<file path="src/rtl/fifo_pkg.sv">
// fifo_pkg: shared sizes and Gray-code helper for the FIFO read side
package fifo_pkg;
  localparam int DEF_DATA_WIDTH = 41;
  localparam int DEF_ADDR_WIDTH = 4;
  localparam int OUT_BUF_DEPTH = 2;
  function automatic logic [31:0] bin2gray(input logic [31:0] b);
    return b ^ (b >> 1);
  endfunction
endpackage

</file>
<file path="src/rtl/fifo_out_buf.sv">
// fifo_out_buf: 2-entry output buffer whose head comes straight from a flop
module fifo_out_buf
  import fifo_pkg::*;
#(
  parameter int DATA_WIDTH = DEF_DATA_WIDTH
) (
  input  logic                  clk,
  input  logic                  rst,
  input  logic                  push,
  input  logic [DATA_WIDTH-1:0] push_data,
  input  logic                  pop,
  output logic [1:0]            count,
  output logic [DATA_WIDTH-1:0] head
);
  logic [1:0] count_q, count_d;
  logic [DATA_WIDTH-1:0] e0_q, e0_d, e1_q, e1_d;
  logic pop_ok;
  assign pop_ok = pop && count_q != 2'd0;
  // Head holds its last value when emptied; a push into an empty buffer lands in the head slot.
  always_comb begin
    count_d = count_q + 2'(push) - 2'(pop_ok);
    e0_d = pop_ok ? (count_q == 2'd2 ? e1_q : push ? push_data : e0_q)
                  : (push && count_q == 2'd0 ? push_data : e0_q);
    e1_d = push && (count_q - 2'(pop_ok)) == 2'd1 ? push_data : e1_q;
  end
  // Buffer state registers.
  always_ff @(posedge clk) begin
    if (rst) begin
      count_q <= '0;
      e0_q <= '0;
      e1_q <= '0;
    end else begin
      count_q <= count_d;
      e0_q <= e0_d;
      e1_q <= e1_d;
    end
  end
  assign count = count_q;
  assign head = e0_q;
endmodule

</file>
<file path="src/rtl/fifo_rd_stream.sv">
// fifo_rd_stream: async FIFO read-side controller presenting a valid/ready stream
module fifo_rd_stream
  import fifo_pkg::*;
#(
  parameter int DATA_WIDTH = DEF_DATA_WIDTH,
  parameter int ADDR_WIDTH = DEF_ADDR_WIDTH
) (
  input  logic                  rd_clk,
  input  logic                  rd_rst,
  input  logic [ADDR_WIDTH:0]   wq2_wptr,
  output logic [ADDR_WIDTH:0]   rd_ptr_gray,
  output logic                  mem_rd_en,
  output logic [ADDR_WIDTH-1:0] mem_rd_addr,
  input  logic [DATA_WIDTH-1:0] mem_rd_data,
  output logic                  m_valid,
  input  logic                  m_ready,
  output logic [DATA_WIDTH-1:0] m_data,
  output logic                  fifo_empty,
  output logic                  drained
);
  localparam int PW = ADDR_WIDTH + 1;
  logic [PW-1:0] rbin_q, rbin_d, rgray_q, rgray_d;
  logic inflight_q, inflight_d;
  logic [1:0] count;
  logic pop;
  assign fifo_empty = rgray_q == wq2_wptr;
  assign pop = m_valid && m_ready;
  assign m_valid = count != 2'd0;
  assign mem_rd_addr = rbin_q[ADDR_WIDTH-1:0];
  assign rd_ptr_gray = rgray_q;
  assign drained = fifo_empty && !inflight_q && count == 2'd0;
  // Issue a read only while buffered plus in-flight words after this cycle's pop leave room.
  always_comb begin
    mem_rd_en = !rd_rst && !fifo_empty
                && ({1'b0, count} + {2'b0, inflight_q} - {2'b0, pop}) < 3'(OUT_BUF_DEPTH);
    rbin_d = rbin_q + PW'(mem_rd_en);
    rgray_d = PW'(bin2gray(32'(rbin_d)));
    inflight_d = mem_rd_en;
  end
  // Pointer and in-flight registers; the Gray pointer leaves the block straight from a flop.
  always_ff @(posedge rd_clk) begin
    if (rd_rst) begin
      rbin_q <= '0;
      rgray_q <= '0;
      inflight_q <= 1'b0;
    end else begin
      rbin_q <= rbin_d;
      rgray_q <= rgray_d;
      inflight_q <= inflight_d;
    end
  end
  fifo_out_buf #(.DATA_WIDTH(DATA_WIDTH)) u_buf (
    .clk(rd_clk),
    .rst(rd_rst),
    .push(inflight_q),
    .push_data(mem_rd_data),
    .pop(pop),
    .count(count),
    .head(m_data)
  );
endmodule

</file>
<file path="config.mk">
export PLATFORM = sky130hd
export DESIGN_NAME = fifo_rd_stream
export DESIGN_NICKNAME = d
export VERILOG_FILES = /design/src/rtl/fifo_pkg.sv /design/src/rtl/fifo_out_buf.sv /design/src/rtl/fifo_rd_stream.sv
export SDC_FILE = /design/constraint.sdc
export NUM_CORES = 1
export LEC_CHECK = 0
export CAP_MARGIN = 20
export CORE_MARGIN = 3
export CORE_UTILIZATION = 48
export DETAILED_ROUTE_END_ITERATION = 6
export HOLD_SLACK_MARGIN = 0.1
export PLACE_DENSITY_LB_ADDON = 0.15
export SYNTH_ARGS = -nofsm -noshare
export SYNTH_HDL_FRONTEND = slang
export SYNTH_SLANG_ARGS = --single-unit
</file>
<file path="constraint.sdc">
create_clock -name rd_clk -period 4.4 [get_ports rd_clk]
set_input_delay 1.1 -clock rd_clk [delete_from_list [all_inputs] [get_ports rd_clk]]
set_output_delay 1.1 -clock rd_clk [all_outputs]
set_load 0.01 [all_outputs]
</file>
* After elaboration in Yosys (flattened, before gate mapping)
Index checks and enable logic that the tools add are counted.
** Operators by class
- Reduce and logical (&&, ||, !) cells :: 15
- Magnitude comparators :: 1
- Add/sub/neg operators :: 6
- Equal/unequal tests :: 4
- Bitwise logic cells :: 1
- Multiplexer cells :: 4
** Operators by type and width (count)
- 41-bit 2-to-1 mux :: 4
- 1-bit logical AND :: 8
- 5-bit by 1-bit adder with 5-bit output :: 1
- 5-bit == test :: 1
- 5-bit by 4-bit XOR with 5-bit output :: 1
- 2-bit nonzero test :: 2
- 2-bit by 1-bit subtractor with 2-bit output :: 2
- 2-bit by 1-bit adder with 3-bit output :: 1
- 1-bit zero test :: 3
- 3-bit by 2-bit < comparator with 1-bit output (second input constant) :: 1
- 3-bit != test (second input constant) :: 1
- 3-bit by 1-bit subtractor with 3-bit output :: 1
- 2-bit by 1-bit adder with 2-bit output :: 1
- 2-bit by 1-bit == test with 1-bit output (second input constant) :: 1
- 2-bit == test (second input constant) :: 1
- 2-bit zero test :: 1
- 2-bit AND reduction :: 1
** Storage, ports and cells
- Output and inout bits :: 54
- Logic and storage cells :: 37
- Flip-flop bits (word level) :: 95

* Depth between registers and ports, before layout
- Word-level depth :: 7
- Mapped depth :: 15

* Hierarchy
Synthesis repeated with hierarchy kept, for this count alone.
** Unflattened totals
- Cell total of the unflattened synthesis :: 480
- Area, all modules :: 3854.9 µm²
** Modules (own cells, without submodules)
- fifo_out_buf :: seq. area each 1681.6 µm², times used 1, cells each 424, area an instance 3301.9 µm²
- fifo_rd_stream :: seq. area each 200.2 µm², times used 1, cells each 56, area an instance 553.0 µm²

* Worst setup path after synthesis
OpenSTA, ideal clock, no wires.
- Path type :: in2reg
- Start :: in m_ready
- End :: reg rgray_q[3] (netlist: rd_ptr_gray[3])
- Arrival :: 3804 ps
- Path slack :: 516 ps
- Stages :: 14
- Setup time :: 80 ps
- Buffers on the path :: 0
- Cells stage by stage :: nor2b_1 -> ha_1 -> inv_1 -> ha_1 -> inv_1 -> fa_1 -> xor2_1 -> nor4b_1 -> ha_1 -> ha_1 -> a21o_1 -> a21boi_0 -> o21ai_0 -> nor3b_1
** Between the ends
- Longest elaborated chain between the ends :: 6
** RTL lines
- start, declared :: line fifo_rd_stream.sv:16 : input logic m_ready,
- 1-bit logical AND :: line fifo_rd_stream.sv:27 : assign pop = m_valid && m_ready;
- 3-bit by 1-bit subtractor with 3-bit output :: line fifo_rd_stream.sv:35 : && ({1'b0, count} + {2'b0, inflight_q} - {2'b0, pop}) < 3'(OUT_BUF_DEPTH);
- 3-bit by 2-bit < comparator with 1-bit output :: line fifo_rd_stream.sv:35
- 1-bit logical AND :: line fifo_rd_stream.sv:35
- named net mem_rd_en :: line fifo_rd_stream.sv:12 : output logic mem_rd_en,
- 5-bit by 1-bit adder with 5-bit output :: line fifo_rd_stream.sv:36 : rbin_d = rbin_q + PW'(mem_rd_en);
- 5-bit by 4-bit XOR with 5-bit output :: line fifo_pkg.sv:7 : return b ^ (b >> 1);
- end signal, assigned :: line fifo_rd_stream.sv:48 : rgray_q <= rgray_d;
- end, declared :: line fifo_rd_stream.sv:22 : logic [PW-1:0] rbin_q, rbin_d, rgray_q, rgray_d;
The timed path passes the listed nets, and every way through them passes these cells.
A chain may end at the register's enable or synchronous reset.

* Worst setup path after layout
- Start :: in m_ready
- End :: out mem_rd_en
** Between the ends
- Longest elaborated chain between the ends :: 4
** RTL lines (line)
- 1-bit logical AND :: fifo_rd_stream.sv:27
- 3-bit by 1-bit subtractor with 3-bit output :: fifo_rd_stream.sv:35
- 3-bit by 2-bit < comparator with 1-bit output :: fifo_rd_stream.sv:35
- 1-bit logical AND :: fifo_rd_stream.sv:35
- end, declared :: fifo_rd_stream.sv:12
No other way between the ends.

==> out/results.tsv <==
stage	metric	value	unit
timing	period utilization	0.968	
logic_synthesis	synthesized cell area	3780	µm²
routing	router iterations before antenna repair	4	
placement	routability cong.	0.714	
timing	min cycle time layout	4.26	ns
logic_synthesis	Post-synth EDFFs	0	
critical_path	max incr delay on CP	0.47	ns
clocking	Post-CTS Hold Fix Bufs	0	
logic_synthesis	Avg Synthesized Cell Area	8.73	µm²
die	die area	8980	µm²
finish	layout cell share with drive strength beyond 1	0.0698	
timing	endpoints failing setup	0	
timing	Achievable Freq	0.235	GHz
power_and_ir_drop	total power	3.10	mW
routing	Routed WL	8.85	mm
power_and_ir_drop	Worst VDD drop	478	µV
timing	Rel. slew slack	0.386	
finish	area grow syn2layout	34.3	%
logic_synthesis	Synth top cells by count	dfxtp_1 (94), nor2_1 (90), nand2_1 (84), a21oi_1 (42), o221a_1 (41)	
critical_path	Critical Path, Cell by Cell	clkdlybuf4s50_1 -> nor2b_1 -> ha_1 -> inv_1 -> ha_1 -> inv_1 -> fa_2 -> xor2_1 -> nor4b_2 -> buf_2	
worst_hold_path	Hold Path Sink	u_buf.e1_q[30]	
critical_path	worst path arrival time	3.16	ns
run	total of max-cap violations	0	
clocking	CTS clock-pin slew for the worst setup and hold paths	0.09	ns
logic_synthesis	post-synthesis register bit count	94	
routing	Final ANT Viol Nets	0	
logic_synthesis	top cells by area, synth	dfxtp_1 (50%), o221a_1 (12%), nor2_1 (8.9%)	
placement	DP Wirelength	5.75	mm
clocking	Sink Count	94	
status	status	finished, final reports clean	
timing	Fin Hold WS	0.458	ns
logic_synthesis	largest area contributor in the netlist	dfxtp_1	
logic_synthesis	Yosys warning total	0	
timing	final count of pins violating max slew	0	
worst_hold_path	hold path depth	2	
logic_synthesis	Syn Inst Count	433	
die	Die X	94.7	µm
global_route	vias in the first global route	3126	
timing	fin worst setup slack	0.143	ns
worst_hold_path	min-delay worst type	reg -> reg	
logic_synthesis	ys async rst share	0	
finish	Final Util	0.681	
global_route	Total GRT Usage	0.203	
logic_synthesis	Post-Syn Nets	488	
logic_synthesis	most common cell in the netlist	dfxtp_1	
global_route	GRT overflow	0	
die	Site Rows	31	
power_and_ir_drop	Pwr Density	612	nW/µm²
logic_synthesis	area share of the largest cell type after synthesis	0.498	
timing	Final Hold Vio Count	0	
die	Die Y-Extent	94.7	µm
critical_path	Reg2Reg Capture Point	rd_ptr_gray[3]	
clocking	H-tree Lvls	3	
critical_path	worst reg2reg path startpoint	u_buf.count[1]	
logic_synthesis	Synth cell types	30	
global_route	first-pass GRT wire length	14.6	mm
clocking	Clock Path Buffers	2	
logic_synthesis	Synth Flop Type	dfxtp_1	
global_route	pin count of the biggest net entering global routing	95	
logic_synthesis	Seq/Total Area, Yosys	0.498	
critical_path	Critical Path End Type	output pin	
timing	RSZ-0062 raised after global routing	no	
routing	Vias/cell	5.21	
finish	Layout Nets	580	
die	I/O Pins	103	
global_route	initial antenna violation count	0	
critical_path	CP bufs+invs	4	
critical_path	CP max stage cell	clkdlybuf4s50_1	
critical_path	reg2reg setup slack	0.94	ns
critical_path	Worst Setup Start Kind	input pin	
critical_path	critical setup path kind	in -> out	
finish	fill cell count	627	
clocking	CTS tree	yes	
critical_path	worst-path fanout max	2	
critical_path	family with the most delay on the worst path	buffers and inverters	
critical_path	R2R cell count	17	
clocking	worst skew pair latency	0.35	ns
power_and_ir_drop	leakage power	1.95	nW
timing	skew final	0.0123	ns
placement	input/output buffers	102	
die	Core ar.	7450	µm²
routing	routed len/inst	14.1	µm
critical_path	CP Depth	10	
worst_hold_path	hold_sp	u_buf.e1_q[30]	
routing	via count	3280	
die	Initial Utilization	0.508	
clocking	Root Driver	clkbuf_8	
timing	worst-margin pin slew	0.921	ns
clocking	clock buffer count from CTS	9	
routing	Initial DRC Count	153	
finish	Ant. Diodes	0	
routing	drt drc	0	
placement	pre-CTS WS	-0.455	ns
critical_path	Required @ worst endpoint	3.30	ns
-- registers in the layout, indices dropped and copies added (netlist names) --
name	cells
u_buf.e1_q	41
u_buf.head	41
rbin_q	5
rd_ptr_gray	4
u_buf.count	2
inflight_q	1
-- placed cells by master, fill, tap and decap left out, types with 2 or more instances in the layout --
master and n:
a21oi_1 42, and2_1 2, buf_2 2, buf_4 10, bufinv_16 2, clkbuf_8 9, clkdlybuf4s50_1 100, clkinvlp_4 2
dfxtp_1 94, ha_1 5, inv_1 6, nand2_1 84, nand3_1 3, nor2_1 90, nor2b_1 4, nor3_1 2
nor3b_1 2, o221a_1 41, xnor2_1 5, xor2_1 7
-- worst reg2reg max path, cell delays in order, from the launching register on --
cell      delay [ns]
dfxtp_1         0.40
nor2_2          0.29
nor2b_1         0.09
ha_1            0.29
inv_1           0.06
ha_1            0.13
inv_1           0.05
fa_2            0.33
xor2_1          0.25
nor4b_2         0.09
buf_4           0.14
buf_4           0.12
ha_1            0.20
ha_1            0.25
a21o_1          0.17
a21boi_0        0.22
o21ai_0         0.10
nor3b_1         0.14
-- worst max-delay path by stage --
stage               slack, ns             end     from
global route            0.008       mem_rd_en  m_ready
global placement        -0.37       mem_rd_en  m_ready
finish                   0.14       mem_rd_en  m_ready
CTS                      0.04       mem_rd_en  m_ready
detailed placement      -0.46       mem_rd_en  m_ready
floorplan                0.52  rd_ptr_gray[3]  m_ready
-- final cells by class --
type                       count  area [µm²]  share of cell area
tap                           99         124              0.0244
clock buffer                   9         124              0.0244
inverter                       6        22.5             0.00444
multi-input combinational    301        1710               0.337
clock inverter                 7        97.6              0.0192
sequential                    94        1880               0.371
timing repair buffer         113        1110               0.219
-- logic make-up (layout without fill, tap and decap cells) --
logic type | Yosys count | count (layout) | synth area share
and+or+nand+nor | 194 | 194 | 0.209
DFF | 94 | 94 | 0.498
AOI/OAI and AO/OA | 88 | 88 | 0.188
buffers and inverters | 38 | 135 | 0.0536
xor gates and xnor gates | 12 | 12 | 0.0278
adders and majority gates | 6 | 6 | 0.0218
muxes | 1 | 1 | 0.00265
-- power breakdown --
| group | internal [mW] | switching [mW] |
|---|---|---|
| combinational | 0.655 | 0.612 |
| clock | 0.322 | 0.298 |
| sequential | 1.08 | 0.137 |
-- per-layer routing --
| layer | track usage | part of all wire |
|---|---|---|
| met2 | 0.328 | 0.47 |
| met4 | 0.0781 | 0.018 |
| met5 | 0 | 0 |
| met3 | 0.0430 | 0.051 |
| met1 | 0.265 | 0.46 |
-- per-stage QoR --
step / std cells / TNS, ns / cell area, µm²
after floorplan: 433 / 0 / 3780
after global placement: 611 / -0.374 / 4810
after detailed placement: 612 / -0.455 / 4840
after CTS: 628 / 0 / 5070
after global routing: 629 / 0 / 5070
final: 629 / 0 / 5070
-- what timing repair did --
action                     4_1_cts  5_1_grt
resized for setup                6        0
pin swaps                        1        1
buffers inserted                 0        1
setup endpoints to repair        1        1
hold endpoints to repair         0        0
Power figures use the tool's default switching activity.
